`src/rtl/axi4_lite_csr_master_pkg.sv`:
```
// Shared types and constants for the AXI4-Lite CSR master.
package axi4_lite_csr_master_pkg;

    typedef enum logic [2:0] {
        StIdle   = 3'd0,
        StWrReq  = 3'd1,
        StWrResp = 3'd2,
        StRdReq  = 3'd3,
        StRdData = 3'd4,
        StRsp    = 3'd5
    } state_e;

    localparam logic [1:0] RESP_OKAY   = 2'b00;
    localparam logic [1:0] RESP_EXOKAY = 2'b01;
    localparam logic [1:0] RESP_SLVERR = 2'b10;
    localparam logic [1:0] RESP_DECERR = 2'b11;

endpackage

```
`src/rtl/axi4_lite_csr_master_if.sv`:
```
// AXI4-Lite bus bundle with initiator (master) and target (slave) views.
interface axi4_lite_if #(
    parameter int unsigned ADDR_W = 32
);
    logic              awvalid;
    logic              awready;
    logic [ADDR_W-1:0] awaddr;
    logic [2:0]        awprot;
    logic              wvalid;
    logic              wready;
    logic [31:0]       wdata;
    logic [3:0]        wstrb;
    logic              bvalid;
    logic              bready;
    logic [1:0]        bresp;
    logic              arvalid;
    logic              arready;
    logic [ADDR_W-1:0] araddr;
    logic [2:0]        arprot;
    logic              rvalid;
    logic              rready;
    logic [31:0]       rdata;
    logic [1:0]        rresp;

    modport master (
        output awvalid, awaddr, awprot, wvalid, wdata, wstrb, bready,
        output arvalid, araddr, arprot, rready,
        input  awready, wready, bvalid, bresp, arready, rvalid, rdata, rresp
    );

    modport slave (
        input  awvalid, awaddr, awprot, wvalid, wdata, wstrb, bready,
        input  arvalid, araddr, arprot, rready,
        output awready, wready, bvalid, bresp, arready, rvalid, rdata, rresp
    );
endinterface

```
`src/rtl/axi4_lite_csr_master_timeout.sv`:
```
// Per-transaction watchdog: clears on command accept, counts busy cycles and
// flags expiry once TIMEOUT_CYCLES busy cycles have elapsed. The count holds at
// its terminal value so a handshake that wins against expiry cannot wrap it.
module axi4_lite_csr_master_timeout #(
    parameter int unsigned TIMEOUT_CYCLES = 1024
) (
    input  logic clk_i,
    input  logic rst_n_i,
    input  logic clear_i,
    input  logic en_i,
    output logic expired_o
);
    localparam int unsigned CntW = $clog2(TIMEOUT_CYCLES);
    localparam logic [CntW-1:0] CntMax = CntW'(TIMEOUT_CYCLES - 1);

    logic [CntW-1:0] cnt_q;

    assign expired_o = (cnt_q == CntMax);

    // Count busy cycles, saturating at the terminal value.
    always_ff @(posedge clk_i or negedge rst_n_i) begin
        if (!rst_n_i) begin
            cnt_q <= '0;
        end else if (clear_i) begin
            cnt_q <= '0;
        end else if (en_i && !expired_o) begin
            cnt_q <= cnt_q + 1'b1;
        end
    end
endmodule

```
`src/rtl/axi4_lite_csr_master.sv`:
```
// Single-outstanding AXI4-Lite initiator driven by a simple command/response
// handshake. Optional watchdog enabled with macro AXI4_LITE_CSR_MASTER_TIMEOUT_EN.
module axi4_lite_csr_master
    import axi4_lite_csr_master_pkg::*;
#(
    parameter int unsigned ADDR_W         = 32,
    parameter int unsigned TIMEOUT_CYCLES = 1024
) (
    input  logic              clk_i,
    input  logic              rst_n_i,
    input  logic              cmd_valid_i,
    output logic              cmd_ready_o,
    input  logic              cmd_wr_i,
    input  logic [ADDR_W-1:0] cmd_addr_i,
    input  logic [31:0]       cmd_wdata_i,
    input  logic [3:0]        cmd_wstrb_i,
    output logic              rsp_valid_o,
    input  logic              rsp_ready_i,
    output logic [31:0]       rsp_rdata_o,
    output logic [1:0]        rsp_resp_o,
    output logic              rsp_timeout_o,
    axi4_lite_if.master       csr_o
);
    if (TIMEOUT_CYCLES < 2) begin : g_bad_cfg
        $error("TIMEOUT_CYCLES must be at least 2");
    end

    state_e            state_q;
    logic              cmd_ready_q;
    logic              rsp_valid_q;
    logic [ADDR_W-1:0] addr_q;
    logic [31:0]       wdata_q;
    logic [3:0]        wstrb_q;
    logic              awvalid_q;
    logic              wvalid_q;
    logic              bready_q;
    logic              arvalid_q;
    logic              rready_q;
    logic [31:0]       rsp_rdata_q;
    logic [1:0]        rsp_resp_q;

    logic cmd_accept;
    logic aw_hs, w_hs, b_hs, ar_hs, r_hs, any_hs;
    logic busy;
    logic timeout_hit;

    assign cmd_accept = (state_q == StIdle) && cmd_valid_i && cmd_ready_q;
    assign aw_hs      = awvalid_q && csr_o.awready;
    assign w_hs       = wvalid_q && csr_o.wready;
    assign b_hs       = bready_q && csr_o.bvalid;
    assign ar_hs      = arvalid_q && csr_o.arready;
    assign r_hs       = rready_q && csr_o.rvalid;
    // Valids/readies are only ever high in their own state, so any handshake
    // here is progress in the current state.
    assign any_hs     = aw_hs || w_hs || b_hs || ar_hs || r_hs;
    assign busy       = (state_q == StWrReq) || (state_q == StWrResp) ||
                        (state_q == StRdReq) || (state_q == StRdData);

`ifdef AXI4_LITE_CSR_MASTER_TIMEOUT_EN
    logic rsp_timeout_q;

    axi4_lite_csr_master_timeout #(
        .TIMEOUT_CYCLES(TIMEOUT_CYCLES)
    ) u_timeout (
        .clk_i    (clk_i),
        .rst_n_i  (rst_n_i),
        .clear_i  (cmd_accept),
        .en_i     (busy),
        .expired_o(timeout_hit)
    );

    assign rsp_timeout_o = rsp_timeout_q;
`else
    assign timeout_hit   = 1'b0;
    assign rsp_timeout_o = 1'b0;
`endif

    assign cmd_ready_o   = cmd_ready_q;
    assign rsp_valid_o   = rsp_valid_q;
    assign rsp_rdata_o   = rsp_rdata_q;
    assign rsp_resp_o    = rsp_resp_q;

    assign csr_o.awvalid = awvalid_q;
    assign csr_o.awaddr  = addr_q;
    assign csr_o.awprot  = 3'b000;
    assign csr_o.wvalid  = wvalid_q;
    assign csr_o.wdata   = wdata_q;
    assign csr_o.wstrb   = wstrb_q;
    assign csr_o.bready  = bready_q;
    assign csr_o.arvalid = arvalid_q;
    assign csr_o.araddr  = addr_q;
    assign csr_o.arprot  = 3'b000;
    assign csr_o.rready  = rready_q;

    // Transaction FSM with all bus and response outputs registered.
    always_ff @(posedge clk_i or negedge rst_n_i) begin
        if (!rst_n_i) begin
            state_q       <= StIdle;
            cmd_ready_q   <= 1'b0;
            rsp_valid_q   <= 1'b0;
            addr_q        <= '0;
            wdata_q       <= '0;
            wstrb_q       <= '0;
            awvalid_q     <= 1'b0;
            wvalid_q      <= 1'b0;
            bready_q      <= 1'b0;
            arvalid_q     <= 1'b0;
            rready_q      <= 1'b0;
            rsp_rdata_q   <= '0;
            rsp_resp_q    <= RESP_OKAY;
`ifdef AXI4_LITE_CSR_MASTER_TIMEOUT_EN
            rsp_timeout_q <= 1'b0;
`endif
        end else if (busy && timeout_hit && !any_hs) begin
            // Abort: drop every valid/ready and report SLVERR with timeout.
            awvalid_q     <= 1'b0;
            wvalid_q      <= 1'b0;
            bready_q      <= 1'b0;
            arvalid_q     <= 1'b0;
            rready_q      <= 1'b0;
            rsp_rdata_q   <= '0;
            rsp_resp_q    <= RESP_SLVERR;
            rsp_valid_q   <= 1'b1;
            state_q       <= StRsp;
`ifdef AXI4_LITE_CSR_MASTER_TIMEOUT_EN
            rsp_timeout_q <= 1'b1;
`endif
        end else begin
            unique case (state_q)
                StIdle: begin
                    if (cmd_accept) begin
                        cmd_ready_q <= 1'b0;
                        addr_q      <= cmd_addr_i;
                        wdata_q     <= cmd_wdata_i;
                        wstrb_q     <= cmd_wstrb_i;
                        if (cmd_wr_i) begin
                            awvalid_q <= 1'b1;
                            wvalid_q  <= 1'b1;
                            state_q   <= StWrReq;
                        end else begin
                            arvalid_q <= 1'b1;
                            state_q   <= StRdReq;
                        end
                    end else begin
                        cmd_ready_q <= 1'b1;
                    end
                end
                StWrReq: begin
                    if (aw_hs) awvalid_q <= 1'b0;
                    if (w_hs)  wvalid_q  <= 1'b0;
                    // Both channels done once each is either finished earlier or finishing now.
                    if ((!awvalid_q || aw_hs) && (!wvalid_q || w_hs)) begin
                        bready_q <= 1'b1;
                        state_q  <= StWrResp;
                    end
                end
                StWrResp: begin
                    if (b_hs) begin
                        bready_q      <= 1'b0;
                        rsp_resp_q    <= csr_o.bresp;
                        rsp_rdata_q   <= '0;
                        rsp_valid_q   <= 1'b1;
                        state_q       <= StRsp;
`ifdef AXI4_LITE_CSR_MASTER_TIMEOUT_EN
                        rsp_timeout_q <= 1'b0;
`endif
                    end
                end
                StRdReq: begin
                    if (ar_hs) begin
                        arvalid_q <= 1'b0;
                        rready_q  <= 1'b1;
                        state_q   <= StRdData;
                    end
                end
                StRdData: begin
                    if (r_hs) begin
                        rready_q      <= 1'b0;
                        rsp_rdata_q   <= csr_o.rdata;
                        rsp_resp_q    <= csr_o.rresp;
                        rsp_valid_q   <= 1'b1;
                        state_q       <= StRsp;
`ifdef AXI4_LITE_CSR_MASTER_TIMEOUT_EN
                        rsp_timeout_q <= 1'b0;
`endif
                    end
                end
                StRsp: begin
                    // cmd_ready rises on the following cycle, never in the consuming one.
                    if (rsp_ready_i) begin
                        rsp_valid_q <= 1'b0;
                        cmd_ready_q <= 1'b1;
                        state_q     <= StIdle;
                    end
                end
                default: begin
                    state_q <= StIdle;
                end
            endcase
        end
    end
endmodule
```
`src/flat_wrapper.sv`:
```
// flat-port wrapper written by rule: the top's interface ports become plain ports
module axi4_lite_csr_master_flat import axi4_lite_csr_master_pkg::*;
#(
    parameter int unsigned ADDR_W         = 32,
    parameter int unsigned TIMEOUT_CYCLES = 1024
)
  (clk_i, rst_n_i, cmd_valid_i, cmd_ready_o, cmd_wr_i, cmd_addr_i, cmd_wdata_i, cmd_wstrb_i, rsp_valid_o, rsp_ready_i, rsp_rdata_o, rsp_resp_o, rsp_timeout_o, csr_o_awvalid, csr_o_awaddr, csr_o_awprot, csr_o_wvalid, csr_o_wdata, csr_o_wstrb, csr_o_bready, csr_o_arvalid, csr_o_araddr, csr_o_arprot, csr_o_rready, csr_o_awready, csr_o_wready, csr_o_bvalid, csr_o_bresp, csr_o_arready, csr_o_rvalid, csr_o_rdata, csr_o_rresp);
  axi4_lite_if #(.ADDR_W(ADDR_W)) csr_o_i ();
  input  logic clk_i;
  input  logic rst_n_i;
  input  logic cmd_valid_i;
  output logic cmd_ready_o;
  input  logic cmd_wr_i;
  input  logic [ADDR_W-1:0] cmd_addr_i;
  input  logic [31:0] cmd_wdata_i;
  input  logic [3:0] cmd_wstrb_i;
  output logic rsp_valid_o;
  input  logic rsp_ready_i;
  output logic [31:0] rsp_rdata_o;
  output logic [1:0] rsp_resp_o;
  output logic rsp_timeout_o;
  output wire logic [$bits(csr_o_i.awvalid)-1:0] csr_o_awvalid;
  output wire logic [$bits(csr_o_i.awaddr)-1:0] csr_o_awaddr;
  output wire logic [$bits(csr_o_i.awprot)-1:0] csr_o_awprot;
  output wire logic [$bits(csr_o_i.wvalid)-1:0] csr_o_wvalid;
  output wire logic [$bits(csr_o_i.wdata)-1:0] csr_o_wdata;
  output wire logic [$bits(csr_o_i.wstrb)-1:0] csr_o_wstrb;
  output wire logic [$bits(csr_o_i.bready)-1:0] csr_o_bready;
  output wire logic [$bits(csr_o_i.arvalid)-1:0] csr_o_arvalid;
  output wire logic [$bits(csr_o_i.araddr)-1:0] csr_o_araddr;
  output wire logic [$bits(csr_o_i.arprot)-1:0] csr_o_arprot;
  output wire logic [$bits(csr_o_i.rready)-1:0] csr_o_rready;
  input wire logic [$bits(csr_o_i.awready)-1:0] csr_o_awready;
  input wire logic [$bits(csr_o_i.wready)-1:0] csr_o_wready;
  input wire logic [$bits(csr_o_i.bvalid)-1:0] csr_o_bvalid;
  input wire logic [$bits(csr_o_i.bresp)-1:0] csr_o_bresp;
  input wire logic [$bits(csr_o_i.arready)-1:0] csr_o_arready;
  input wire logic [$bits(csr_o_i.rvalid)-1:0] csr_o_rvalid;
  input wire logic [$bits(csr_o_i.rdata)-1:0] csr_o_rdata;
  input wire logic [$bits(csr_o_i.rresp)-1:0] csr_o_rresp;
  assign csr_o_awvalid = csr_o_i.awvalid;
  assign csr_o_awaddr = csr_o_i.awaddr;
  assign csr_o_awprot = csr_o_i.awprot;
  assign csr_o_wvalid = csr_o_i.wvalid;
  assign csr_o_wdata = csr_o_i.wdata;
  assign csr_o_wstrb = csr_o_i.wstrb;
  assign csr_o_bready = csr_o_i.bready;
  assign csr_o_arvalid = csr_o_i.arvalid;
  assign csr_o_araddr = csr_o_i.araddr;
  assign csr_o_arprot = csr_o_i.arprot;
  assign csr_o_rready = csr_o_i.rready;
  assign csr_o_i.awready = csr_o_awready;
  assign csr_o_i.wready = csr_o_wready;
  assign csr_o_i.bvalid = csr_o_bvalid;
  assign csr_o_i.bresp = csr_o_bresp;
  assign csr_o_i.arready = csr_o_arready;
  assign csr_o_i.rvalid = csr_o_rvalid;
  assign csr_o_i.rdata = csr_o_rdata;
  assign csr_o_i.rresp = csr_o_rresp;
  axi4_lite_csr_master #(.ADDR_W(ADDR_W), .TIMEOUT_CYCLES(TIMEOUT_CYCLES)) u_core (.clk_i(clk_i), .rst_n_i(rst_n_i), .cmd_valid_i(cmd_valid_i), .cmd_ready_o(cmd_ready_o), .cmd_wr_i(cmd_wr_i), .cmd_addr_i(cmd_addr_i), .cmd_wdata_i(cmd_wdata_i), .cmd_wstrb_i(cmd_wstrb_i), .rsp_valid_o(rsp_valid_o), .rsp_ready_i(rsp_ready_i), .rsp_rdata_o(rsp_rdata_o), .rsp_resp_o(rsp_resp_o), .rsp_timeout_o(rsp_timeout_o), .csr_o(csr_o_i));
endmodule
```
`config.mk`:
```
export PLATFORM = sky130hd
export DESIGN_NAME = axi4_lite_csr_master_flat
export DESIGN_NICKNAME = d
export VERILOG_FILES = /design/src/rtl/axi4_lite_csr_master_pkg.sv /design/src/rtl/axi4_lite_csr_master_if.sv /design/src/rtl/axi4_lite_csr_master_timeout.sv /design/src/rtl/axi4_lite_csr_master.sv /design/src/flat_wrapper.sv
export SDC_FILE = /design/constraint.sdc
export NUM_CORES = 1
export LEC_CHECK = 0
export CAP_MARGIN = 30
export CORE_ASPECT_RATIO = 0.6
export CORE_MARGIN = 2
export CORE_UTILIZATION = 39
export DETAILED_ROUTE_END_ITERATION = 12
export GPL_ROUTABILITY_DRIVEN = 0
export GPL_TIMING_DRIVEN = 0
export PLACE_DENSITY = 0.84
export SETUP_SLACK_MARGIN = 0.5
export SYNTH_ARGS = -nofsm -noshare
export SYNTH_HDL_FRONTEND = slang
export SYNTH_SLANG_ARGS = --single-unit
```
`constraint.sdc`:
```
create_clock -name clk_i -period 2.2 [get_ports clk_i]
set_clock_uncertainty 0.05 [all_clocks]
set_input_delay 0.33 -clock clk_i [delete_from_list [all_inputs] [get_ports clk_i]]
set_output_delay 0.33 -clock clk_i [all_outputs]
set_load 0.005 [all_outputs]
```
## After elaboration in Yosys (flattened, before gate mapping)

Cells that the tools add are included.

- Flip-flop bits (word level): 112
- Output and inout port bits: 148
- Word-level logic and storage cells: 95

- Equal/unequal tests: 15
- Multiplexer cells: 37
- Reduce and logical (&&, ||, !) cells: 30

Operators with widths:

| operator | number |
|---|---|
| $mux W32 | 2 |
| $pmux W32 S2 | 1 |
| $mux W3 | 6 |
| $pmux W3 S6 | 1 |
| $mux W1 | 16 |
| $reduce_and A4 Y1 | 4 |
| $ne A2 B1 Y1 const B | 6 |
| $pmux W1 S2 | 6 |
| $reduce_bool A2 Y1 | 6 |
| $reduce_and A3 Y1 | 3 |
| $logic_and A1 B1 Y1 | 8 |
| $ne A2 B2 Y1 const B | 4 |
| $eq A3 B2 Y1 const B | 2 |
| $eq A3 B3 Y1 const B | 2 |
| $mux W2 | 3 |
| $reduce_and A6 Y1 | 1 |
| $pmux W2 S2 | 1 |
| $reduce_and A2 Y1 | 2 |
| $eq A3 B1 Y1 const B | 1 |
| $logic_not A3 Y1 | 1 |
| $pmux W1 S3 | 1 |
| $reduce_bool A3 Y1 | 1 |
| $logic_not A1 Y1 | 2 |
| $logic_or A1 B1 Y1 | 2 |

## Longest topological paths before layout

- Depth after elaboration: 5
- Gate-level depth with buffers: 7
- Gate-level depth less buffers: 4

## Worst setup path after synthesis

No wires, ideal clock.

- Path kind: register to register
- Start point: reg u_core.state_q[0]
- End point: reg u_core.addr_q[0] (netlist: u_core.csr_o.araddr[0])
- Library setup time: 0.125 ns
- Arrival: 1.633 ns
- Setup slack: 0.392 ns
- Stages on the path, launching flop included: 5
- Path buffers: 2
- Period minus slack after synthesis: 1.808 ns
- Cells stage by stage: dfrtp_1 buf_2 nor4_4 buf_6 mux2_2

- Word-level cells in the longest chain between the ends: 4

Ends and longest elaborated chain:

| element | RTL line | text |
|---|---|---|
| start, declared | axi4_lite_csr_master.sv:28 | `state_e state_q;` |
| start signal, assigned | axi4_lite_csr_master.sv:98 | `state_q <= StIdle;` |
| start signal, assigned | axi4_lite_csr_master.sv:124 | `state_q <= StRsp;` |
| start signal, assigned | axi4_lite_csr_master.sv:139 | `state_q <= StWrReq;` |
| $logic_not A3 Y1 (*) | axi4_lite_csr_master.sv:47, axi4_lite_csr_master.sv:129 |  |
| $logic_and A1 B1 Y1 (2 in series) | axi4_lite_csr_master.sv:47 | `assign cmd_accept = (state_q == StIdle) && cmd_valid_i && cmd_ready_q;` |
| $reduce_and A2 Y1 (no line) (*) | - |  |
| end signal, assigned | axi4_lite_csr_master.sv:133 | `addr_q <= cmd_addr_i;` |
| end, declared | axi4_lite_csr_master.sv:31 | `logic [ADDR_W-1:0] addr_q;` |

Every way passes the cells marked *; elsewhere a longest branch is shown, timed or not.
A chain may end at the register's enable or synchronous reset.

## Final worst setup path

- Start point: reg u_core.state_q[0]
- End point: reg u_core.state_q[1]

- Word-level cells in the longest chain between the ends: 5
- Elaborated cells between the ends (all ways): 16
- Classes of those cells: 11 x eq/ne; 1 x mux; 4 x reduce/logical

Ends and longest elaborated chain:

| element | RTL line |
|---|---|
| $logic_not A3 Y1 | axi4_lite_csr_master.sv:47, axi4_lite_csr_master.sv:129 |
| $logic_and A1 B1 Y1 (2 in series) | axi4_lite_csr_master.sv:47 |
| $ne A2 B1 Y1 (no line) | - |
| $reduce_and A6 Y1 (no line) | - |

Several ways; a longest one is shown, not always the timed one.

==> metrics.md <==
| Metric | Value |
|---|---|
| Yosys cell types | `34` |
| Pleak | `around 4 nW` |
| Syn Inst Count | `~330` |
| Gr usage total | `20.2%` |
| Kind of critical path | `reg2reg` |
| Vias in the first global route | `3714` |
| Worst slack at placement | `-0.339 ns` |
| Seq/Total Area, Yosys | `59.6%` |
| Diode count | `0` |
| Final WS setup | `0.374 ns` |
| Worst skew pair latency | `around 0.34 ns` |
| Fill count | `slightly below 800` |
| Cell Chain, Critical Path | `buf_2 -> inv_1 -> a2111oi_2 -> or3_4 -> mux2i_1` |
| Layout area overhead | `81.5%` |
| First-pass GRT wire length | `20300 um` |
| Hold Vio Cnt, Final | `0` |
| Reg2reg path depth | `5` |
| Final non-filler cell total | `807` |
| Final wirelength | `between 10000 and 15000 um` |
| I/O Buffers | `between 200 and 300` |
| Placed cell area | `0.00752 mm^2` |
| Synth warn | `0` |
| Starting Density | `a little under 40%` |
| Root buf cell | `clkbuf_16` |
| DR pass1 iterations | `5` |
| Full die area | `0.0130 mm^2` |
| Worst Path Arrival | `about 2 ns` |
| Clock transition at path regs | `0.08 ns` |
| # setup viols final | `0` |
| Clk sinks | `112` |
| Worst Hold Depth | `1` |
| Synth Cell Area | `0.00470 mm^2` |
| Finished Cell Area | `0.00854 mm^2` |
| Post-DP HPWL | `10100 um` |
| Core ar. | `between 0.01 and 0.015 mm^2` |
| Largest net degree at the start of global routing | `62` |
| Bufs on Longest Clock Path | `2` |
| Post-layout utilization of the core | `71.7%` |
| Slowest-stage cell, CP | `a2111oi_2` |
| # rows | `31` |
| Crit path largest cell delay | `0.56 ns` |
| Fin. max-slew vios | `0` |
| Crit Path Max Fanout | `10` |
| Crit. End Element | `flop` |
| Required @ worst endpoint | `2.40 ns` |
| DRT antenna net count | `0` |
| CTS tree | `built` |
| #FFs+latches synth | `approximately 110` |
| Cell Count Post-Placement | `759` |
| Max Cap Viol | `0` |
| Fmax | `approximately 0.55 GHz` |
| Worst slew margin | `55.0%` |
| Die X | `between 100 and 150 um` |
| Outcome | `complete, no violations` |
| Tcrit/Tclk final | `slightly above 80%` |
| Hold slack | `~0.45 ns` |
| Final nets | `751` |
| CP Launch Type | `flop` |
| I/O pins | `262` |
| Initial antenna violation count | `0` |
| Min Tclk post-route | `1.83 ns` |
| Routed WL per cell | `18.3 um` |
| Hold Path Class | `reg2reg` |
| Worst Max-Slew Pin Slew | `0.674 ns` |
| CTS H-tree depth | `3` |
| Iter 0 DRT Violations | `158` |
| Syn Area/Cell | `14.1 um^2` |
| Share of cells above drive strength 1 | `29.8%` |
| R2R Setup Slk | `roughly 0.37 ns` |
| Via count | `approximately 3900` |
| DRC | `0` |
| PD cells | `1360 mW/mm^2` |
| Congestion Overflow GR | `0` |
| Peak supply drop | `0.676 mV` |
| Total power | `11.6 mW` |
| Via-per-instance ratio | `4.78` |
| Die H | `89.1 um` |
| CTS buffer count | `9` |
| Unrepaired setup endpoints after global routing | `true` |
| Setup TNS Final | `0 ns` |
==> placed cells by master (no fill, tap or decap), types with 3 or more instances in the layout <==
| master | netlist | final |
|---|---|---|
| clkdlybuf4s50_1 | 0 | 219 |
| a22o_1 | 35 | 35 |
| nor2_1 | 5 | 5 |
| a21oi_1 | 5 | 5 |
| dfrtp_1 | 112 | 111 |
| buf_12 | 0 | 6 |
| o21ai_0 | 5 | 4 |
| buf_6 | 11 | 10 |
| inv_1 | 4 | 4 |
| buf_4 | 39 | 61 |
| dlymetal6s2s_1 | 0 | 12 |
| nand3_1 | 3 | 3 |
| mux2_2 | 66 | 7 |
| conb_1 | 1 | 7 |
| dlygate4sd2_1 | 0 | 22 |
| clkbuf_16 | 0 | 15 |
| mux2_4 | 0 | 65 |
| nand2_1 | 10 | 9 |
==> routing by layer <==
| layer | share of wire, % | track usage, % | vias up |
|---|---|---|---|
| li1 | - | - | 1741 |
| met1 | 42 | 24.8 | 1913 |
| met2 | 49 | 35.4 | 182 |
| met3 | 7.4 | 7.14 | 22 |
| met4 | 1.1 | 3.83 | 0 |
| met5 | 0 | 0 | - |
==> power breakdown <==
group	switching, mW	internal [mW]
logic	1.99	4.42
registers	0.640	2.99
clock network	0.753	0.812
==> path summary, 6_finish.rpt <==
check / startpoint / to
worst max-delay path: u_core.state_q[0] / u_core.state_q[1]
worst min-delay path: u_core.rsp_valid_o / u_core.rsp_valid_o
worst max register to register: u_core.state_q[0] / u_core.state_q[1]
worst min register to register: u_core.rsp_valid_o / u_core.rsp_valid_o
max in group asynchronous: rst_n_i / u_core.csr_o.wdata[8]
min in group asynchronous: rst_n_i / u_core.csr_o.wdata[17]
==> cell type report <==
type | instances | area (um^2) | area share (%)
repair buffers | 287 | 2970 | 34.7
flip-flops and latches | 112 | 2800 | 32.8
multi-input cells | 165 | 1740 | 20.4
plain buffers | 58 | 526 | 6.16
clock buffers | 11 | 243 | 2.84
well taps | 165 | 206 | 2.42
clock inverters | 5 | 40.0 | 0.469
inverters | 4 | 15.0 | 0.176
==> registers in the layout (all words and copies together) (netlist names) <==
register / count
u_core.csr_o.araddr: 32
u_core.csr_o.wdata: 32
u_core.rsp_rdata_o: 32
u_core.csr_o.wstrb: 4
u_core.state_q: 3
u_core.rsp_resp_o: 2
u_core.cmd_ready_o: 1
u_core.csr_o.arvalid: 1
u_core.csr_o.awvalid: 1
u_core.csr_o.bready: 1
u_core.csr_o.rready: 1
u_core.csr_o.wvalid: 1
u_core.rsp_valid_o: 1
==> critical path, delay by kind of cell, from the launching register on <==
family	cells	cell delay, ns
simple gates	1	0.26
flops	1	0.32
mux	1	0.22
buf+inv	2	0.34
compound gates	1	0.56
==> cell families (layout without fill, tap and decap cells) <==
group           Yosys count  in the layout  synth area share, %
mux                      73             73                 17.4
flops                   112            112                 59.6
other cells               1              7               0.0797
buf+inv                  62            365                 9.97
simple gates             30             30                 3.51
compound gates           55             55                 9.42
==> cell usage after synthesis <==
cell type / n / share of area (%)
nand2b_1: 3 / 0.40
o41ai_1: 1 / 0.19
mux2_1: 6 / 1.4
o21a_1: 1 / 0.16
a2111oi_0: 2 / 0.37
a22o_1: 35 / 6.5
conb_1: 1 / 0.080
a31oi_1: 1 / 0.13
a21bo_2: 1 / 0.21
inv_1: 4 / 0.32
a21oi_1: 5 / 0.53
a31o_2: 1 / 0.19
o31ai_2: 1 / 0.27
nor4_4: 1 / 0.45
dfrtp_1: 112 / 60
buf_1: 1 / 0.080
nor2_1: 5 / 0.40
nand2_1: 10 / 0.80
nor2b_2: 1 / 0.19
and2b_1: 1 / 0.16
nor4_1: 1 / 0.13
nand3_1: 3 / 0.32
o31ai_1: 1 / 0.16
buf_2: 6 / 0.64
and3_1: 1 / 0.13
mux2_2: 66 / 16
or3_1: 2 / 0.27
mux2i_1: 1 / 0.21
clkbuf_1: 1 / 0.080
a211oi_1: 1 / 0.16
o21ai_0: 5 / 0.53
nor2b_1: 2 / 0.27
buf_4: 39 / 6.2
buf_6: 11 / 2.6
==> repair_timing <==
item,4_1_cts,5_1_grt
endpoints found under the hold margin,13,0
buffers inserted,10,13
gates cloned,2,6
setup endpoints to repair,132,119
pin swaps,8,3
hold buffers,1,0
gates resized for setup,56,76
(Power assumes the default switching activity.)
